File: config.mk
export PLATFORM = sky130hd
export DESIGN_NAME = p4_router_ctrl_initiator_flat
export DESIGN_NICKNAME = d
export VERILOG_FILES = /design/src/rtl/p4_router_ctrl_initiator_if.sv /design/src/rtl/p4_router_ctrl_initiator.sv /design/src/flat_wrapper.sv
export SDC_FILE = /design/constraint.sdc
export NUM_CORES = 1
export LEC_CHECK = 0
export ABC_CLOCK_PERIOD_IN_PS = 1800
export CAP_MARGIN = 5
export CELL_PAD_IN_SITES_DETAIL_PLACEMENT = 2
export CELL_PAD_IN_SITES_GLOBAL_PLACEMENT = 2
export CORE_MARGIN = 4
export CORE_UTILIZATION = 22
export CTS_CLUSTER_DIAMETER = 120
export DETAILED_ROUTE_END_ITERATION = 16
export PLACE_DENSITY_LB_ADDON = 0.1
export SLEW_MARGIN = 20
export SYNTH_ARGS = -nofsm -noshare
export SYNTH_HDL_FRONTEND = slang
export SYNTH_SLANG_ARGS = --single-unit
export TNS_END_PERCENT = 100
File: constraint.sdc
create_clock -name clk -period 1.8 [get_ports clk]
set_clock_uncertainty 0.15 [all_clocks]
set_input_delay 0.18 -clock clk [delete_from_list [all_inputs] [get_ports clk]]
set_output_delay 0.18 -clock clk [all_outputs]
set_load 0.01 [all_outputs]
File: src/rtl/p4_router_ctrl_initiator_if.sv
// AXI4-Lite bus bundle between the P4 router control initiator and the
// VNP4 s_axi control port. clk is carried so both ends share one clock net.
interface AXI4Lite_int #(
    parameter int ADDR_WIDTH = 15,
    parameter int DATA_WIDTH = 32
) (
    input logic clk
);
    logic [ADDR_WIDTH-1:0]   awaddr;
    logic [2:0]              awprot;
    logic                    awvalid;
    logic                    awready;
    logic [DATA_WIDTH-1:0]   wdata;
    logic [DATA_WIDTH/8-1:0] wstrb;
    logic                    wvalid;
    logic                    wready;
    logic [1:0]              bresp;
    logic                    bvalid;
    logic                    bready;
    logic [ADDR_WIDTH-1:0]   araddr;
    logic [2:0]              arprot;
    logic                    arvalid;
    logic                    arready;
    logic [DATA_WIDTH-1:0]   rdata;
    logic [1:0]              rresp;
    logic                    rvalid;
    logic                    rready;

    modport Master (
        input  clk,
        output awaddr, awprot, awvalid, input awready,
        output wdata, wstrb, wvalid, input wready,
        input  bresp, bvalid, output bready,
        output araddr, arprot, arvalid, input arready,
        input  rdata, rresp, rvalid, output rready
    );

    modport Slave (
        input  clk,
        input  awaddr, awprot, awvalid, output awready,
        input  wdata, wstrb, wvalid, output wready,
        output bresp, bvalid, input bready,
        input  araddr, arprot, arvalid, output arready,
        output rdata, rresp, rvalid, input rready
    );
endinterface

File: src/rtl/p4_router_ctrl_initiator.sv
// AXI4-Lite initiator for the VNP4 control port. Turns one valid/ready
// command into one AXI4-Lite read or write, one transaction in flight, and
// returns a single response. A per-transaction watchdog aborts a hung slave.
module p4_router_ctrl_initiator #(
    parameter int ADDR_WIDTH     = 15,
    parameter int DATA_WIDTH     = 32,
    parameter int TIMEOUT_CYCLES = 1024
) (
    input  logic                    clk,
    input  logic                    aresetn,
    input  logic                    cmd_valid,
    output logic                    cmd_ready,
    input  logic                    cmd_write,
    input  logic [ADDR_WIDTH-1:0]   cmd_addr,
    input  logic [DATA_WIDTH-1:0]   cmd_wdata,
    input  logic [DATA_WIDTH/8-1:0] cmd_wstrb,
    output logic                    rsp_valid,
    input  logic                    rsp_ready,
    output logic [DATA_WIDTH-1:0]   rsp_rdata,
    output logic [1:0]              rsp_resp,
    output logic                    rsp_timeout,
    AXI4Lite_int.Master             control
);
    localparam int CNT_W = $clog2(TIMEOUT_CYCLES);
    localparam logic [CNT_W-1:0] CNT_MAX = CNT_W'(TIMEOUT_CYCLES - 1);

    generate
        if (DATA_WIDTH != 32) begin : g_dw_chk
            $error("p4_router_ctrl_initiator: DATA_WIDTH must be 32");
        end
        if (TIMEOUT_CYCLES < 2) begin : g_to_chk
            $error("p4_router_ctrl_initiator: TIMEOUT_CYCLES must be >= 2");
        end
    endgenerate

    typedef enum logic [2:0] {IDLE, WR, WR_B, RD, RD_R, RSP} state_t;

    typedef struct packed {
        logic awvalid;
        logic wvalid;
        logic bready;
        logic arvalid;
        logic rready;
    } bus_t;

    typedef struct packed {
        logic                  valid;
        logic [DATA_WIDTH-1:0] rdata;
        logic [1:0]            resp;
        logic                  timeout;
    } rsp_t;

    state_t                  state_q, state_d;
    logic [CNT_W-1:0]        cnt_q, cnt_d;
    bus_t                    bus_q, bus_d;
    rsp_t                    rsp_q, rsp_d;
    logic                    rdy_q, rdy_d;
    logic [ADDR_WIDTH-1:0]   addr_q, addr_d;
    logic [DATA_WIDTH-1:0]   wdata_q, wdata_d;
    logic [DATA_WIDTH/8-1:0] wstrb_q, wstrb_d;
    logic                    at_lim;
    logic                    abort;

    // Every output comes straight from a flop; reset kills all valids at once.
    always_ff @(posedge clk or negedge aresetn) begin
        if (!aresetn) begin
            state_q <= IDLE;
            cnt_q   <= '0;
            bus_q   <= '0;
            rsp_q   <= '0;
            rdy_q   <= 1'b0;
            addr_q  <= '0;
            wdata_q <= '0;
            wstrb_q <= '0;
        end else begin
            state_q <= state_d;
            cnt_q   <= cnt_d;
            bus_q   <= bus_d;
            rsp_q   <= rsp_d;
            rdy_q   <= rdy_d;
            addr_q  <= addr_d;
            wdata_q <= wdata_d;
            wstrb_q <= wstrb_d;
        end
    end

    // Next state and next registered outputs; a completing handshake is
    // checked before the watchdog so it wins on the limit cycle.
    always_comb begin
        state_d = state_q;
        cnt_d   = cnt_q;
        bus_d   = bus_q;
        rsp_d   = rsp_q;
        addr_d  = addr_q;
        wdata_d = wdata_q;
        wstrb_d = wstrb_q;
        abort   = 1'b0;
        at_lim  = (cnt_q == CNT_MAX);

        // Saturate so a transfer that moves WR->WR_B on the limit cycle
        // times out on the following cycle instead of wrapping.
        if (state_q inside {WR, WR_B, RD, RD_R})
            cnt_d = at_lim ? cnt_q : cnt_q + 1'b1;

        case (state_q)
            IDLE: begin
                if (cmd_valid && rdy_q) begin
                    cnt_d  = '0;
                    addr_d = cmd_addr;
                    if (cmd_write) begin
                        wdata_d       = cmd_wdata;
                        wstrb_d       = cmd_wstrb;
                        bus_d.awvalid = 1'b1;
                        bus_d.wvalid  = 1'b1;
                        state_d       = WR;
                    end else begin
                        bus_d.arvalid = 1'b1;
                        state_d       = RD;
                    end
                end
            end
            WR: begin
                if (bus_q.awvalid && control.awready) bus_d.awvalid = 1'b0;
                if (bus_q.wvalid && control.wready)   bus_d.wvalid  = 1'b0;
                if (!bus_d.awvalid && !bus_d.wvalid) begin
                    bus_d.bready = 1'b1;
                    state_d      = WR_B;
                end else if (at_lim) begin
                    abort = 1'b1;
                end
            end
            WR_B: begin
                if (control.bvalid) begin
                    rsp_d        = '{valid: 1'b1, rdata: '0, resp: control.bresp, timeout: 1'b0};
                    bus_d.bready = 1'b0;
                    state_d      = RSP;
                end else if (at_lim) begin
                    abort = 1'b1;
                end
            end
            RD: begin
                if (control.arready) begin
                    bus_d.arvalid = 1'b0;
                    bus_d.rready  = 1'b1;
                    state_d       = RD_R;
                end else if (at_lim) begin
                    abort = 1'b1;
                end
            end
            RD_R: begin
                if (control.rvalid) begin
                    rsp_d        = '{valid: 1'b1, rdata: control.rdata, resp: control.rresp, timeout: 1'b0};
                    bus_d.rready = 1'b0;
                    state_d      = RSP;
                end else if (at_lim) begin
                    abort = 1'b1;
                end
            end
            RSP: begin
                if (rsp_ready) begin
                    rsp_d.valid = 1'b0;
                    state_d     = IDLE;
                end
            end
            default: state_d = IDLE;
        endcase

        // Abandon the hung transfer: drop every valid/ready, report SLVERR.
        if (abort) begin
            bus_d   = '0;
            rsp_d   = '{valid: 1'b1, rdata: '0, resp: 2'b10, timeout: 1'b1};
            state_d = RSP;
        end
    end

    assign rdy_d = (state_d == IDLE);

    assign cmd_ready   = rdy_q;
    assign rsp_valid   = rsp_q.valid;
    assign rsp_rdata   = rsp_q.rdata;
    assign rsp_resp    = rsp_q.resp;
    assign rsp_timeout = rsp_q.timeout;

    assign control.awaddr  = addr_q;
    assign control.awprot  = 3'b000;
    assign control.awvalid = bus_q.awvalid;
    assign control.wdata   = wdata_q;
    assign control.wstrb   = wstrb_q;
    assign control.wvalid  = bus_q.wvalid;
    assign control.bready  = bus_q.bready;
    assign control.araddr  = addr_q;
    assign control.arprot  = 3'b000;
    assign control.arvalid = bus_q.arvalid;
    assign control.rready  = bus_q.rready;
endmodule

File: src/flat_wrapper.sv
// flat-port wrapper written by rule: the top's interface ports become plain ports
module p4_router_ctrl_initiator_flat 
#(
    parameter int ADDR_WIDTH     = 15,
    parameter int DATA_WIDTH     = 32,
    parameter int TIMEOUT_CYCLES = 1024
)
  (clk, aresetn, cmd_valid, cmd_ready, cmd_write, cmd_addr, cmd_wdata, cmd_wstrb, rsp_valid, rsp_ready, rsp_rdata, rsp_resp, rsp_timeout, control_awaddr, control_awprot, control_awvalid, control_awready, control_wdata, control_wstrb, control_wvalid, control_wready, control_bresp, control_bvalid, control_bready, control_araddr, control_arprot, control_arvalid, control_arready, control_rdata, control_rresp, control_rvalid, control_rready);
  AXI4Lite_int #(.ADDR_WIDTH(ADDR_WIDTH), .DATA_WIDTH(DATA_WIDTH)) control_i (.clk(clk));
  input  logic clk;
  input  logic aresetn;
  input  logic cmd_valid;
  output logic cmd_ready;
  input  logic cmd_write;
  input  logic [ADDR_WIDTH-1:0] cmd_addr;
  input  logic [DATA_WIDTH-1:0] cmd_wdata;
  input  logic [DATA_WIDTH/8-1:0] cmd_wstrb;
  output logic rsp_valid;
  input  logic rsp_ready;
  output logic [DATA_WIDTH-1:0] rsp_rdata;
  output logic [1:0] rsp_resp;
  output logic rsp_timeout;
  output wire logic [$bits(control_i.awaddr)-1:0] control_awaddr;
  output wire logic [$bits(control_i.awprot)-1:0] control_awprot;
  output wire logic [$bits(control_i.awvalid)-1:0] control_awvalid;
  input wire logic [$bits(control_i.awready)-1:0] control_awready;
  output wire logic [$bits(control_i.wdata)-1:0] control_wdata;
  output wire logic [$bits(control_i.wstrb)-1:0] control_wstrb;
  output wire logic [$bits(control_i.wvalid)-1:0] control_wvalid;
  input wire logic [$bits(control_i.wready)-1:0] control_wready;
  input wire logic [$bits(control_i.bresp)-1:0] control_bresp;
  input wire logic [$bits(control_i.bvalid)-1:0] control_bvalid;
  output wire logic [$bits(control_i.bready)-1:0] control_bready;
  output wire logic [$bits(control_i.araddr)-1:0] control_araddr;
  output wire logic [$bits(control_i.arprot)-1:0] control_arprot;
  output wire logic [$bits(control_i.arvalid)-1:0] control_arvalid;
  input wire logic [$bits(control_i.arready)-1:0] control_arready;
  input wire logic [$bits(control_i.rdata)-1:0] control_rdata;
  input wire logic [$bits(control_i.rresp)-1:0] control_rresp;
  input wire logic [$bits(control_i.rvalid)-1:0] control_rvalid;
  output wire logic [$bits(control_i.rready)-1:0] control_rready;
  assign control_awaddr = control_i.awaddr;
  assign control_awprot = control_i.awprot;
  assign control_awvalid = control_i.awvalid;
  assign control_i.awready = control_awready;
  assign control_wdata = control_i.wdata;
  assign control_wstrb = control_i.wstrb;
  assign control_wvalid = control_i.wvalid;
  assign control_i.wready = control_wready;
  assign control_i.bresp = control_bresp;
  assign control_i.bvalid = control_bvalid;
  assign control_bready = control_i.bready;
  assign control_araddr = control_i.araddr;
  assign control_arprot = control_i.arprot;
  assign control_arvalid = control_i.arvalid;
  assign control_i.arready = control_arready;
  assign control_i.rdata = control_rdata;
  assign control_i.rresp = control_rresp;
  assign control_i.rvalid = control_rvalid;
  assign control_rready = control_i.rready;
  p4_router_ctrl_initiator #(.ADDR_WIDTH(ADDR_WIDTH), .DATA_WIDTH(DATA_WIDTH), .TIMEOUT_CYCLES(TIMEOUT_CYCLES)) u_core (.clk(clk), .aresetn(aresetn), .cmd_valid(cmd_valid), .cmd_ready(cmd_ready), .cmd_write(cmd_write), .cmd_addr(cmd_addr), .cmd_wdata(cmd_wdata), .cmd_wstrb(cmd_wstrb), .rsp_valid(rsp_valid), .rsp_ready(rsp_ready), .rsp_rdata(rsp_rdata), .rsp_resp(rsp_resp), .rsp_timeout(rsp_timeout), .control(control_i));
endmodule
Word level (Yosys, flattened, before mapping):

Index checks and enable logic that the tools add are counted.

* output and inout port bits: 114
* logic and storage cells: 95
* register bits: 106
* input port bits: 97

* eq/ne operators: 14
* mux-type cells: 42
* $add $sub $neg: 1
* reduce and logical (&&, ||, !) cells: 23

Operators by type and width (count)
* $mux W36: 3
* $pmux W35 S2: 1
* $mux W10: 4
* $mux W3: 7
* $ne A3 B2 Y1 const B: 7
* $pmux W3 S6: 1
* $mux W1: 15
* $reduce_and A3 Y1: 5
* $reduce_bool A3 Y1: 5
* $add A10 B1 Y10 const B: 1
* $eq A10 B10 Y1 const B: 1
* $mux W2: 4
* $reduce_and A4 Y1: 2
* $reduce_bool A4 Y1: 2
* $eq A3 B2 Y1 const B: 2
* $eq A3 B3 Y1 const B: 2
* $logic_not A3 Y1: 2
* $pmux W1 S2: 3
* $mux W5: 1
* $logic_and A1 B1 Y1: 4
* $pmux W1 S4: 1
* $pmux W2 S2: 1
* $eq A3 B1 Y1 const B: 1
* $ne A3 B1 Y1 const B: 1
* other kinds (3): 4

Longest topological paths before layout:

* depth in word-level cells: 9
* gate-level depth with buffers: 8
* gate-level depth less buffers: 5

Worst setup path after synthesis:

No wires, ideal clock.

* path kind: register -> register
* from: register u_core.state_q[1]
* to: register u_core.wdata_q[22], in the netlist u_core.control.wdata[22]
* stages on the path, launching flop included: 8
* required time: 1.523 ns
* arrival time: 1.532 ns
* setup slack: -0.009 ns
* library setup time: 0.127 ns
* period minus slack after synthesis: 1.809 ns
* cells stage by stage: dfrtp_1 buf_4 nor2_4 and4b_1 nand2_1 buf_2 buf_6 mux2_1

* longest elaborated chain between the ends: 2

Ends and longest elaborated chain
* start: declaration: line p4_router_ctrl_initiator.sv:53 `state_t state_q, state_d;`
* start signal: assignment: line p4_router_ctrl_initiator.sv:76 `state_q <= state_d;`
* $logic_not A3 Y1: line p4_router_ctrl_initiator.sv:105 `case (state_q)`
* $reduce_and A3 Y1 (no line)
* end signal: assignment: line p4_router_ctrl_initiator.sv:82 `wdata_q <= wdata_d;`
* end: declaration: line p4_router_ctrl_initiator.sv:59 `logic [DATA_WIDTH-1:0] wdata_q, wdata_d;`

No other way between the ends.
A chain may end at the register's enable or synchronous reset.

Worst setup path in the final report:

* from: register u_core.state_q[0]
* to: register u_core.state_q[1]

* longest elaborated chain between the ends: 3
* elaborated cells between the ends (all ways): 9

Ends and longest elaborated chain
* $eq A3 B3 Y1 (tied with other cells): line p4_router_ctrl_initiator.sv:105
* $pmux W3 S6 or $pmux W1 S4 (tied branches): line p4_router_ctrl_initiator.sv:105
* $mux W3 (*): line p4_router_ctrl_initiator.sv:169 `if (abort) begin`
* named net u_core.state_d[1]: line p4_router_ctrl_initiator.sv:53

Mark *: on every way through the listed nets, which the timed path passes. The rest lies on a longest branch.

==> qor.txt <==
main area contributors after synthesis: dfrtp_1 (57%), a22oi_1 (5.2%), nand2_1 (5.0%)
Max Clk Rate: 531.4 MHz
critical path's slowest cell: dfrtp_2
Num Clock Sinks: 106
drt drc: 0
Synth Area in Simple Gates: 15.17%
CP top delay family: buffers and inverters
Seq cells post-synth: 106
worst path buffer plus inverter count: 4
failing checks: setup timing
worst hold slack: 57.75 ps
CTS Buf Count: 9
pin count of the biggest net entering global routing: 46
syn_area_per_cell: 11.39 µm²
multiplexer share of the synthesized area: 10.02%
pre-CTS WS: -237.4 ps
Chip Width: 153.5 µm
CP endpoint kind: register
post-layout min period: 1882 ps
Sum Neg Setup Slack: -1564 ps
share of post-route cells with drive strength above 1: 19.85%
Total GRT Usage: 13.77%
Post-synth EDFFs: 0
# diodes: 0
Max Root-Sink Buffers: 2
clock insertion delay at the later pin of the skew report: 350 ps
Synth area leader: dfrtp_1
drt pass-1 iters: 4
Main synth FF type: dfrtp_1
Leak: 3.389 nW
final hold viol count: 0
Core Region: 20560 µm²
Max-Cap Viols: 0
Pwr per Cell Area: 1599 nW/µm²
ys async rst share: 100.0%
Arr. time, crit path: 1960 ps
CTS tree: done
Crit Path Category: reg -> reg
Area Overhead vs Synth: 68.93%
crit start category: register
register area share after synthesis: 56.93%
area share of the largest cell type after synthesis: 56.93%
Peak VDD IR: 0.0004900 V
total wire length: 16290 µm
first-pass GRT wire length: 26130 µm
Vias per Instance: 4.364
CP Cell Sequence: buf_6, mux2i_1, nand3b_1, a31oi_4, buf_12, buf_6, buf_6, a31oi_4
CTS clk-pin slew, worst paths: 80 ps
Initial Util: 22.66%
setup violators final: 38
largest family of logic cells by synthesized area: simple AND/OR/NAND/NOR gates
global route overflow: 0
Worst Path Max Fanout: 6
initial antenna violation count: 0
# H-tree levels: 3
XOR/XNOR Fraction of Synth Area: 0%
Detailed Place HPWL: 12130 µm
die height: 153.5 µm
Iter 0 DRT Violations: 99
yosys warns: 0
Cells after Synth: 409
DR WL/cell: 17.71 µm
full die area: 23570 µm²
Hold Path Class: in -> async
CP most frequent cell: buf_6
Routed Antenna Nets: 0
Worst path max stage delay: 430 ps
FILL cells: 2212
adder-cell share of the synthesized area: 0.2685%
status: complete, but fails checks
period utilization: 104.5%
Max Slew Vio Count: 0
FP Rows: 52
PortBufs: 204
Worst EP required: 1870 ps
Post-Syn Area: 4659 µm²
root buf cell: clkbuf_16
RSZ-0062 raised after global routing: yes
GPL Wtd Cong: 0.7319
IO Pins: 211
post-layout util: 38.29%
Cell variety after synth: 50
number of global-route vias before repair: 4576
via count: 4015
Layout Nets: 743
Compound-Gate Fraction of Synth Area: 10.77%
final worst slack: -81.72 ps
-- layout by cell type (no fill, tap or decap), drive strengths merged, types with 7 or more instances in the layout --
cell           count
inv                7
clkbuf            11
buf               58
dfrtp            106
mux2              37
clkdlybuf4s50    203
a22oi             32
a21oi              8
nand2             62
nor2              38
-- through the flow --
step,power (mW),area [µm²],instances
CTS,12.68,7650,913
global route,13.52,7871,920
detailed placement,10.18,7188,893
finish,12.59,7871,920
global placement,9.983,7188,893
floorplan,6.674,4684,414
-- layer usage --
metal | routed length [µm] | share of wire, % | vias up | global-route usage [%]
met5 | 0 | 0 | - | 0
met4 | 176 | 1.1 | 0 | 4.037
met3 | 1115 | 6.8 | 10 | 4.384
met2 | 8685 | 53 | 108 | 24.40
met1 | 6312 | 39 | 2028 | 15.93
li1 | - | - | 1869 | -
-- path summary, 6_finish.rpt --
path	endpoint	slack [ps]	depth (start not counted)	start
setup / recovery	u_core.state_q[1]	-80	8	u_core.state_q[0]
hold / removal	u_core.control.araddr[0]	60	2	aresetn
setup reg to reg	u_core.state_q[1]	-80	8	u_core.state_q[0]
hold reg to reg	u_core.rsp_resp[1]	340	1	u_core.rsp_resp[1]
max in group asynchronous	u_core.rsp_rdata[24]	930	3	aresetn
min in group clk	u_core.control.araddr[7]	210	3	cmd_addr[7]
-- flip-flops by register name (all words and copies together), names as in the netlist, 2 cells and up --
register,cells
u_core.control.wdata,32
u_core.rsp_rdata,32
u_core.control.araddr,15
u_core.cnt_q,10
u_core.control.wstrb,4
u_core.state_q,3
u_core.rsp_resp,2
-- synth_stat cells (all sizes together), types with 4 or more instances --
master  number
a22oi       32
o31ai        6
a21oi        8
nand2       62
nor3         5
a31oi        4
nand3b       5
nor2        38
o21ai        5
clkbuf       7
nor3b        5
nand2b       4
or3          4
mux2i        5
nand3        6
buf         37
dfrtp      106
mux2        37
-- cell families after synthesis --
| family | Yosys count |
|---|---|
| mux | 42 |
| simple gates | 144 |
| compound gates | 68 |
| other cells | 1 |
| fa+ha+maj | 1 |
| flops | 106 |
| buf+inv | 47 |
-- final cells by class --
class / count / area, µm² / share of cell area [%]
well taps: 270 / 337.8 / 4.292
clock buffers: 9 / 225.2 / 2.861
flip-flops and latches: 106 / 2655 / 33.73
clock inverters: 7 / 106.4 / 1.351
multi-input cells: 261 / 1853 / 23.54
repair buffers: 264 / 2683 / 34.08
inverters: 3 / 11.26 / 0.1431
-- worst register-to-register path, cell delays in order (launching register included) --
cell and delay (ps):
dfrtp_2 430, buf_6 140, mux2i_1 220, nand3b_1 180, a31oi_4 240, buf_12 160
buf_6 110, buf_6 100, a31oi_4 30
-- timing repair --
action                                  CTS  global route
hold buffers                              1             0
cloned                                    0             3
gates resized for setup                  23            24
endpoints found under the setup margin   81            67
buffers inserted                          3             4
pin swaps                                 7             8
endpoints found under the hold margin   106             0
-- report_power, final --
part	internal [mW]	switching, mW	total [mW]
registers	3.48	0.692	4.17
logic	3.61	2.57	6.18
clock network	1.25	0.982	2.23
No activity file was read; power rests on OpenSTA's default activity.
